### config.mk
export PLATFORM = sky130hd
export DESIGN_NAME = cfu_issue_unit
export DESIGN_NICKNAME = d
export VERILOG_FILES = /design/src/rtl/cfu_issue_unit.sv
export SDC_FILE = /design/constraint.sdc
export NUM_CORES = 1
export LEC_CHECK = 0
export ABC_AREA = 1
export CORE_UTILIZATION = 40
export CTS_CLUSTER_SIZE = 10
export DETAILED_ROUTE_END_ITERATION = 12
export PLACE_DENSITY = 0.74
export SETUP_SLACK_MARGIN = 0.4
export SYNTH_ARGS = -nofsm -noshare
export SYNTH_HDL_FRONTEND = slang
export SYNTH_SLANG_ARGS = --single-unit
### constraint.sdc
create_clock -name clk -period 7.83 [get_ports clk]
set_input_delay 1.1745 -clock clk [delete_from_list [all_inputs] [get_ports clk]]
set_output_delay 1.1745 -clock clk [all_outputs]
set_load 0.01 [all_outputs]
### src/rtl/cfu_issue_unit.sv
// rtl/cfu_issue_unit.sv - issue/writeback bridge between a core and a custom function unit
// Single request register, 2-entry response FIFO, outstanding tracker with timeout.
module cfu_issue_unit #(
  parameter int ID_W            = 3,
  parameter int MAX_OUTSTANDING = 4,
  parameter int TIMEOUT         = 255
) (
  input  logic                               clk,
  input  logic                               rst_n,
  input  logic                               issue_valid,
  output logic                               issue_ready,
  input  logic [ID_W-1:0]                    issue_id,
  input  logic [31:0]                        issue_rs1,
  input  logic [31:0]                        issue_rs2,
  output logic                               cfu_req_valid,
  input  logic                               cfu_req_ready,
  output logic [ID_W-1:0]                    cfu_req_id,
  output logic [31:0]                        cfu_req_data0,
  output logic [31:0]                        cfu_req_data1,
  input  logic                               cfu_resp_valid,
  output logic                               cfu_resp_ready,
  input  logic [ID_W-1:0]                    cfu_resp_id,
  input  logic [31:0]                        cfu_resp_data,
  input  logic [2:0]                         cfu_resp_status,
  output logic                               wb_valid,
  input  logic                               wb_ready,
  output logic [ID_W-1:0]                    wb_id,
  output logic [31:0]                        wb_data,
  output logic [2:0]                         wb_status,
  output logic [$clog2(MAX_OUTSTANDING+1)-1:0] outstanding,
  output logic                               timeout_err
);
  localparam int OW = $clog2(MAX_OUTSTANDING + 1);
  localparam int TW = ($clog2(TIMEOUT + 1) > 8) ? $clog2(TIMEOUT + 1) : 8;
  localparam int EW = ID_W + 35;

  typedef enum logic [1:0] {IDLE, BUSY, ERROR} state_t;

  state_t        state;
  logic [TW-1:0] tmo_cnt;
  logic [OW-1:0] out_next;
  logic          issue_fire, req_fire, resp_fire, wb_fire, wb_dec;

  logic [1:0]    fifo_cnt;
  logic          wr_ptr, rd_ptr;
  logic [EW-1:0] fifo_mem [2];

  assign issue_ready = rst_n & (~cfu_req_valid | cfu_req_ready)
                     & (outstanding < OW'(MAX_OUTSTANDING)) & ~timeout_err;
  assign cfu_resp_ready = rst_n & (fifo_cnt != 2'd2);
  assign wb_valid = (fifo_cnt != 2'd0);
  assign {wb_id, wb_data, wb_status} = fifo_mem[rd_ptr];

  assign issue_fire = issue_valid & issue_ready;
  assign req_fire   = cfu_req_valid & cfu_req_ready;
  assign resp_fire  = cfu_resp_valid & cfu_resp_ready;
  assign wb_fire    = wb_valid & wb_ready;
  // A writeback with nothing outstanding (unchecked IDs) must not wrap the count.
  assign wb_dec     = wb_fire & (outstanding != '0);

  always_comb begin
    out_next = outstanding;
    if (issue_fire && !wb_dec)
      out_next = outstanding + OW'(1);
    else if (!issue_fire && wb_dec)
      out_next = outstanding - OW'(1);
  end

  always_ff @(posedge clk) begin
    if (!rst_n)
      cfu_req_valid <= 1'b0;
    else if (issue_fire)
      cfu_req_valid <= 1'b1;
    else if (req_fire)
      cfu_req_valid <= 1'b0;
  end

  always_ff @(posedge clk) begin
    if (issue_fire) begin
      cfu_req_id    <= issue_id;
      cfu_req_data0 <= issue_rs1;
      cfu_req_data1 <= issue_rs2;
    end
  end

  always_ff @(posedge clk) begin
    if (!rst_n) begin
      fifo_cnt <= 2'd0;
      wr_ptr   <= 1'b0;
      rd_ptr   <= 1'b0;
    end else begin
      if (resp_fire) wr_ptr <= ~wr_ptr;
      if (wb_fire)   rd_ptr <= ~rd_ptr;
      case ({resp_fire, wb_fire})
        2'b10:   fifo_cnt <= fifo_cnt + 2'd1;
        2'b01:   fifo_cnt <= fifo_cnt - 2'd1;
        default: fifo_cnt <= fifo_cnt;
      endcase
    end
  end

  always_ff @(posedge clk) begin
    if (resp_fire)
      fifo_mem[wr_ptr] <= {cfu_resp_id, cfu_resp_data, cfu_resp_status};
  end

  // Tracker: ERROR is terminal until reset; the datapath keeps draining in ERROR.
  always_ff @(posedge clk) begin
    if (!rst_n) begin
      state       <= IDLE;
      tmo_cnt     <= '0;
      timeout_err <= 1'b0;
      outstanding <= '0;
    end else begin
      outstanding <= out_next;
      case (state)
        IDLE: begin
          tmo_cnt <= '0;
          if (issue_fire) state <= BUSY;
        end
        BUSY: begin
          if (out_next == '0) begin
            state   <= IDLE;
            tmo_cnt <= '0;
          end else if (resp_fire) begin
            tmo_cnt <= '0;
          end else begin
            tmo_cnt <= tmo_cnt + TW'(1);
            if (tmo_cnt == TW'(TIMEOUT - 1)) begin
              state       <= ERROR;
              timeout_err <= 1'b1;
            end
          end
        end
        ERROR: begin
          state       <= ERROR;
          timeout_err <= 1'b1;
        end
        default: begin
          state       <= IDLE;
          timeout_err <= 1'b0;
        end
      endcase
    end
  end
endmodule

# == After elaboration in Yosys (flattened, before gate mapping) ==
# Memories as Yosys holds them, arrays and structs flattened. A register that Yosys moved wholly into a read port is not among the register bits.
# Index checks and enable logic that the tools add are counted.
# word_totals
reg_bits,86
latchBits,0
ramBits,76
mem_bits_ro,0
input_bits,111
out_inout_bits,113
wordCells,79
memories,1
# mem_list
memory,words,word_bits,read_ports,rd_ports_with_merged_regs,write_ports,line,text
fifo_mem,2,38,1,1,1,46,logic [EW-1:0] fifo_mem [2];
# op_classes
add_sub_neg,5
multipliers,0
div,0
n_lt_le_gt_ge,1
eq_ne,12
shifts,0
mux,21
bitwise_logic,15
n_reduce_logical,13
# op_table
cell,count
8-bit 2-to-1 mux,2
8-bit one-hot mux with 2 select lines,1
2-bit != test (second input constant),5
1-bit AND,9
1-bit 2-to-1 mux,9
8-bit by 1-bit adder with 8-bit output (second input constant),1
8-bit equality test (second input constant),1
2-bit 2-to-1 mux,4
2-bit nonzero test,4
3-bit 2-to-1 mux,2
3-bit != test (second input constant),2
2-bit one-hot mux with 3 select lines,1
1-bit inverter,5
2-bit by 1-bit equality test with 1-bit output (second input constant),2
2-bit equality test (second input constant),2
2-bit one-hot mux with 2 select lines,1
4-bit AND reduction,1
3-bit by 1-bit adder with 3-bit output (second input constant),1
3-bit logical NOT,1
3-bit < comparator (second input constant),1
1-bit one-hot mux with 3 select lines,1
3-bit AND reduction,1
3-bit nonzero test,1
3-bit by 1-bit subtractor with 3-bit output (second input constant),1
other kinds (6),8

# == Logic depth before layout (Yosys ltp) ==
# logic_depth
depth_word,13
mapped_depth,17
ltp_nobuf,16

# == Worst setup path after synthesis ==
# No wires, ideal clock.
# synth_timing
kind,input to register
start,input port rst_n
end,memory fifo_mem[0][0] (netlist name) (enable)
setup_time_ps,433
arrival_time_ps,3528
required_ps,7397
path_slack_ps,3869
cell_stages,6
n_path_buf,2
cell_sequence,buf_4 inv_1 a21oi_2 nand2_1 clkbuf_1 nor2_1
# synth_between
elab_chain_len,4
# synth_rtl
item,line,text
start: declaration,9,"input logic rst_n,"
1-bit AND,50,assign cfu_resp_ready = rst_n & (fifo_cnt != 2'd2);
via cfu_resp_ready,21,"output logic cfu_resp_ready,"
1-bit AND,56,assign resp_fire = cfu_resp_valid & cfu_resp_ready;
1-bit 2-to-1 mux,103,if (resp_fire)
1-bit 2-to-1 mux (implied by the code),104,"fifo_mem[wr_ptr] <= {cfu_resp_id, cfu_resp_data, cfu_resp_status};"
end: declaration,46,
# The timed path passes the listed nets, and every way through them passes these cells.

# == Final worst setup path ==
# layout_timing
start,input port rst_n
end,output port cfu_resp_ready
# layout_between
elab_chain_len,1
# layout_rtl
item,line
1-bit AND,50
end: declaration,21
# Every way passes these cells.

==> flow_summary_export.csv <==
group,metric,value,unit
outcome,status,"complete, no violations",
timing,max_freq,232,MHz
floorplanning,dieArea,0.0154,mm²
placement,placed_cell_area,0.00839,mm²
floorplanning,pin_count,224,
yosys,synth-seq-area-share,78.8,%
final_layout,diodes,0,
clock_network,numCtsBuffers,17,
yosys,ys_seq_elements,163,
detailed_routing,first_pass_iters,4,
yosys,syn_nets,473,
final_layout,num-fill-cells,1102,
final_layout,final_cell_area,0.00897,mm²
clock_network,path_clk_slew,60,ps
grt,grt_pass1_vias,4023,
grt,grt.busiest_layer,"met2",
clock_network,post-cts-setup-buffer-count,0,
yosys,synth_top_area_cell,"edfxtp_1",
power_and_ir_drop,ir_drop,144,µV
power_and_ir_drop,power.share.clock,36.0,%
yosys,synth_area_leaders,"edfxtp_1 72%, mux2_2 7.2%, dfxtp_1 6.7%",
timing,min_period,4300,ps
timing,fin_crit_sh,55.0,%
detailed_routing,viasPerCell,4.80,
timing,slew_viol_final,0,
grt,antenna_found_initial,0,
grt,grt_util_met1,20.6,%
clock_network,cts-root-buf,"clkbuf_16",
timing,fin_worst_skew,6.03,ps
clock_network,htree_levels,4,
placement,io_buffers,223,
floorplanning,rows,44,
yosys,netlist_area,0.00596,mm²
clock_network,cts_hold_buffers,0,
worst_setup_path,cp.arrival,3130,ps
worst_setup_path,rrSetupSlack,5430,ps
timing,grt_setup_unrepaired,"false",
worst_setup_path,crit_required,6660,ps
yosys,ys.flop_type,"edfxtp_1",
worst_setup_path,critPathLaunchType,"primary input",
power_and_ir_drop,power_frac_seq,46.6,%
yosys,synth.top_cell.area_share,72.1,%
yosys,syn_avg_cell_area,16.8,µm²
power_and_ir_drop,sw_frac_of_total,24.9,%
timing,relSlewSlack,23.1,%
final_layout,area_growth,50.7,%
worst_setup_path,timing.critical_path.fanout_max,12,
clock_network,cts_sinks,163,
grt,grt_overflow,0,
grt,use_met2,31.5,%
floorplanning,die_height,124,µm
flow_run,cap_violations,0,
detailed_routing,drc,0,
timing,worst-slew-pin-transition,1150,ps
timing,setup_viol,0,
detailed_routing,vias,3766,
power_and_ir_drop,p_int,1.69,mW
grt,grt_max_degree,68,
power_and_ir_drop,p_per_area,251,mW/mm²
grt,grtUsageMet3,6.14,%
clock_network,cts.path.max_buffers,2,
yosys,synth_cell_types,30,
detailed_routing,postRouteAntennaNets,0,
final_layout,nNetsFinal,707,
yosys,synth_edf_count,143,
detailed_routing,routed_wl,14100,µm
detailed_routing,drt_iter0_drc,288,
worst_setup_path,crit_type,"in -> out",
hold_path,whs_path_depth,1,
power_and_ir_drop,combPwrFrac,17.4,%
hold_path,min_path_type,"reg -> reg",
worst_setup_path,r2r_cells,4,
final_layout,utilization,61.7,%
floorplanning,core,0.0145,mm²
worst_setup_path,critPathCaptureType,"output port",
clock_network,cts_resized,0,
power_and_ir_drop,p_switching,0.559,mW
yosys,yosysMostFrequentCell,"edfxtp_1",
timing,final.setup.tns,0,ps
clock_network,cts_tree,"yes",
power_and_ir_drop,power.leakage,3.17,nW
timing,hold_viol_final,0,
placement,dp_hpwl,9940,µm
yosys,syn_inst,354,
final_layout,final_layout_size_suffix_gt1_share,15.2,%
placement,gp_congestion,0.767,
grt,grt_usage,18.1,%
floorplanning,dieWidth,124,µm
yosys,ys_top_cells_by_count,"143 x edfxtp_1, 38 x mux2_2, 29 x nand2_1",
detailed_routing,wl_per_cell,17.9,µm
grt,grt_pass1_wl,20300,µm
clock_network,clock_latency,420,ps
yosys,yosys_warnings,0,
timing,whs,458,ps
floorplanning,start_util,41.0,%
yosys,ys_async_sr_fraction,0,%
-- critical path, cell delays in order --
cell and delay [ps]:
clkdlybuf4s50_1 740, inv_1 330, a21oi_2 290, clkdlybuf4s50_1 580
-- cells in the final DEF, fill, tap and decap left out, types with 5 or more instances in the layout --
| master | count |
|---|---|
| nor2_1 | 12 |
| inv_1 | 22 |
| o21ai_0 | 7 |
| edfxtp_1 | 143 |
| a21oi_1 | 20 |
| nand4_1 | 6 |
| nand2_1 | 29 |
| dfxtp_1 | 19 |
| mux2_2 | 38 |
| inv_2 | 5 |
| clkbuf_16 | 17 |
| nand3_1 | 12 |
| ha_1 | 8 |
| clkdlybuf4s50_1 | 223 |
-- layer usage --
metal  vias up  part of all wire, %
met3        20                  7.2
met2       138                   53
met5         -                    0
met1      1841                   38
met4         0                  1.8
li1       1767                    -
-- state kept, by name, indices dropped and copies added (netlist names), named ones only --
name           flops
state              2
cfu_req_data1     32
fifo_mem          76
rd_ptr             1
cfu_req_id         3
tmo_cnt            8
outstanding        3
timeout_err        1
wr_ptr             1
cfu_req_data0     32
fifo_cnt           2
cfu_req_valid      1
-- cell families after synthesis --
kind of cell / Yosys count / synth area share (%)
AOI/OAI and AO/OA: 29 / 2.56
xor gates and xnor gates: 4 / 0.588
adders and majority gates: 8 / 1.68
buffers and inverters: 36 / 2.50
DFF: 163 / 78.8
muxes: 38 / 7.18
and+or+nand+nor: 76 / 6.66
-- layout make-up --
class / instances / area, µm² / area share (%)
Sequential cell: 163 / 4700 / 52.3
Timing Repair Buffer: 224 / 2240 / 25.0
Multi-Input combinational cell: 155 / 1130 / 12.6
Clock buffer: 17 / 425 / 4.74
Tap cell: 184 / 230 / 2.57
Clock inverter: 14 / 154 / 1.72
Inverter: 27 / 101 / 1.13
-- power by group through the flow --
| stage | Clock, mW | Combinational (mW) | Sequential (mW) |
|---|---|---|---|
| after floorplan | 0 | 0.188 | 1.07 |
| after global placement | 0 | 0.380 | 1.06 |
| after detailed placement | 0 | 0.391 | 1.07 |
| after CTS | 0.828 | 0.393 | 1.05 |
| after global routing | 0.864 | 0.425 | 1.06 |
| final | 0.810 | 0.392 | 1.05 |
-- final timing paths --
kind	from	endpoint
min reg2reg	rd_ptr$_SDFFE_PN0P_	rd_ptr$_SDFFE_PN0P_
max	rst_n	cfu_resp_ready
max reg2reg	fifo_cnt[0]$_SDFFE_PN0P_	fifo_mem[0][30]$_DFFE_PP_
min	rd_ptr$_SDFFE_PN0P_	rd_ptr$_SDFFE_PN0P_
-- metrics by stage --
step                total power, mW  setup slack [ps]  instances
finish                         2.25              3530        784
global route                   2.34              3410        784
CTS                            2.27              3560        784
detailed placement             1.46              3550        753
global placement               1.44              3600        753
floorplan                      1.25              3870        354
(Power assumes the default switching activity.)
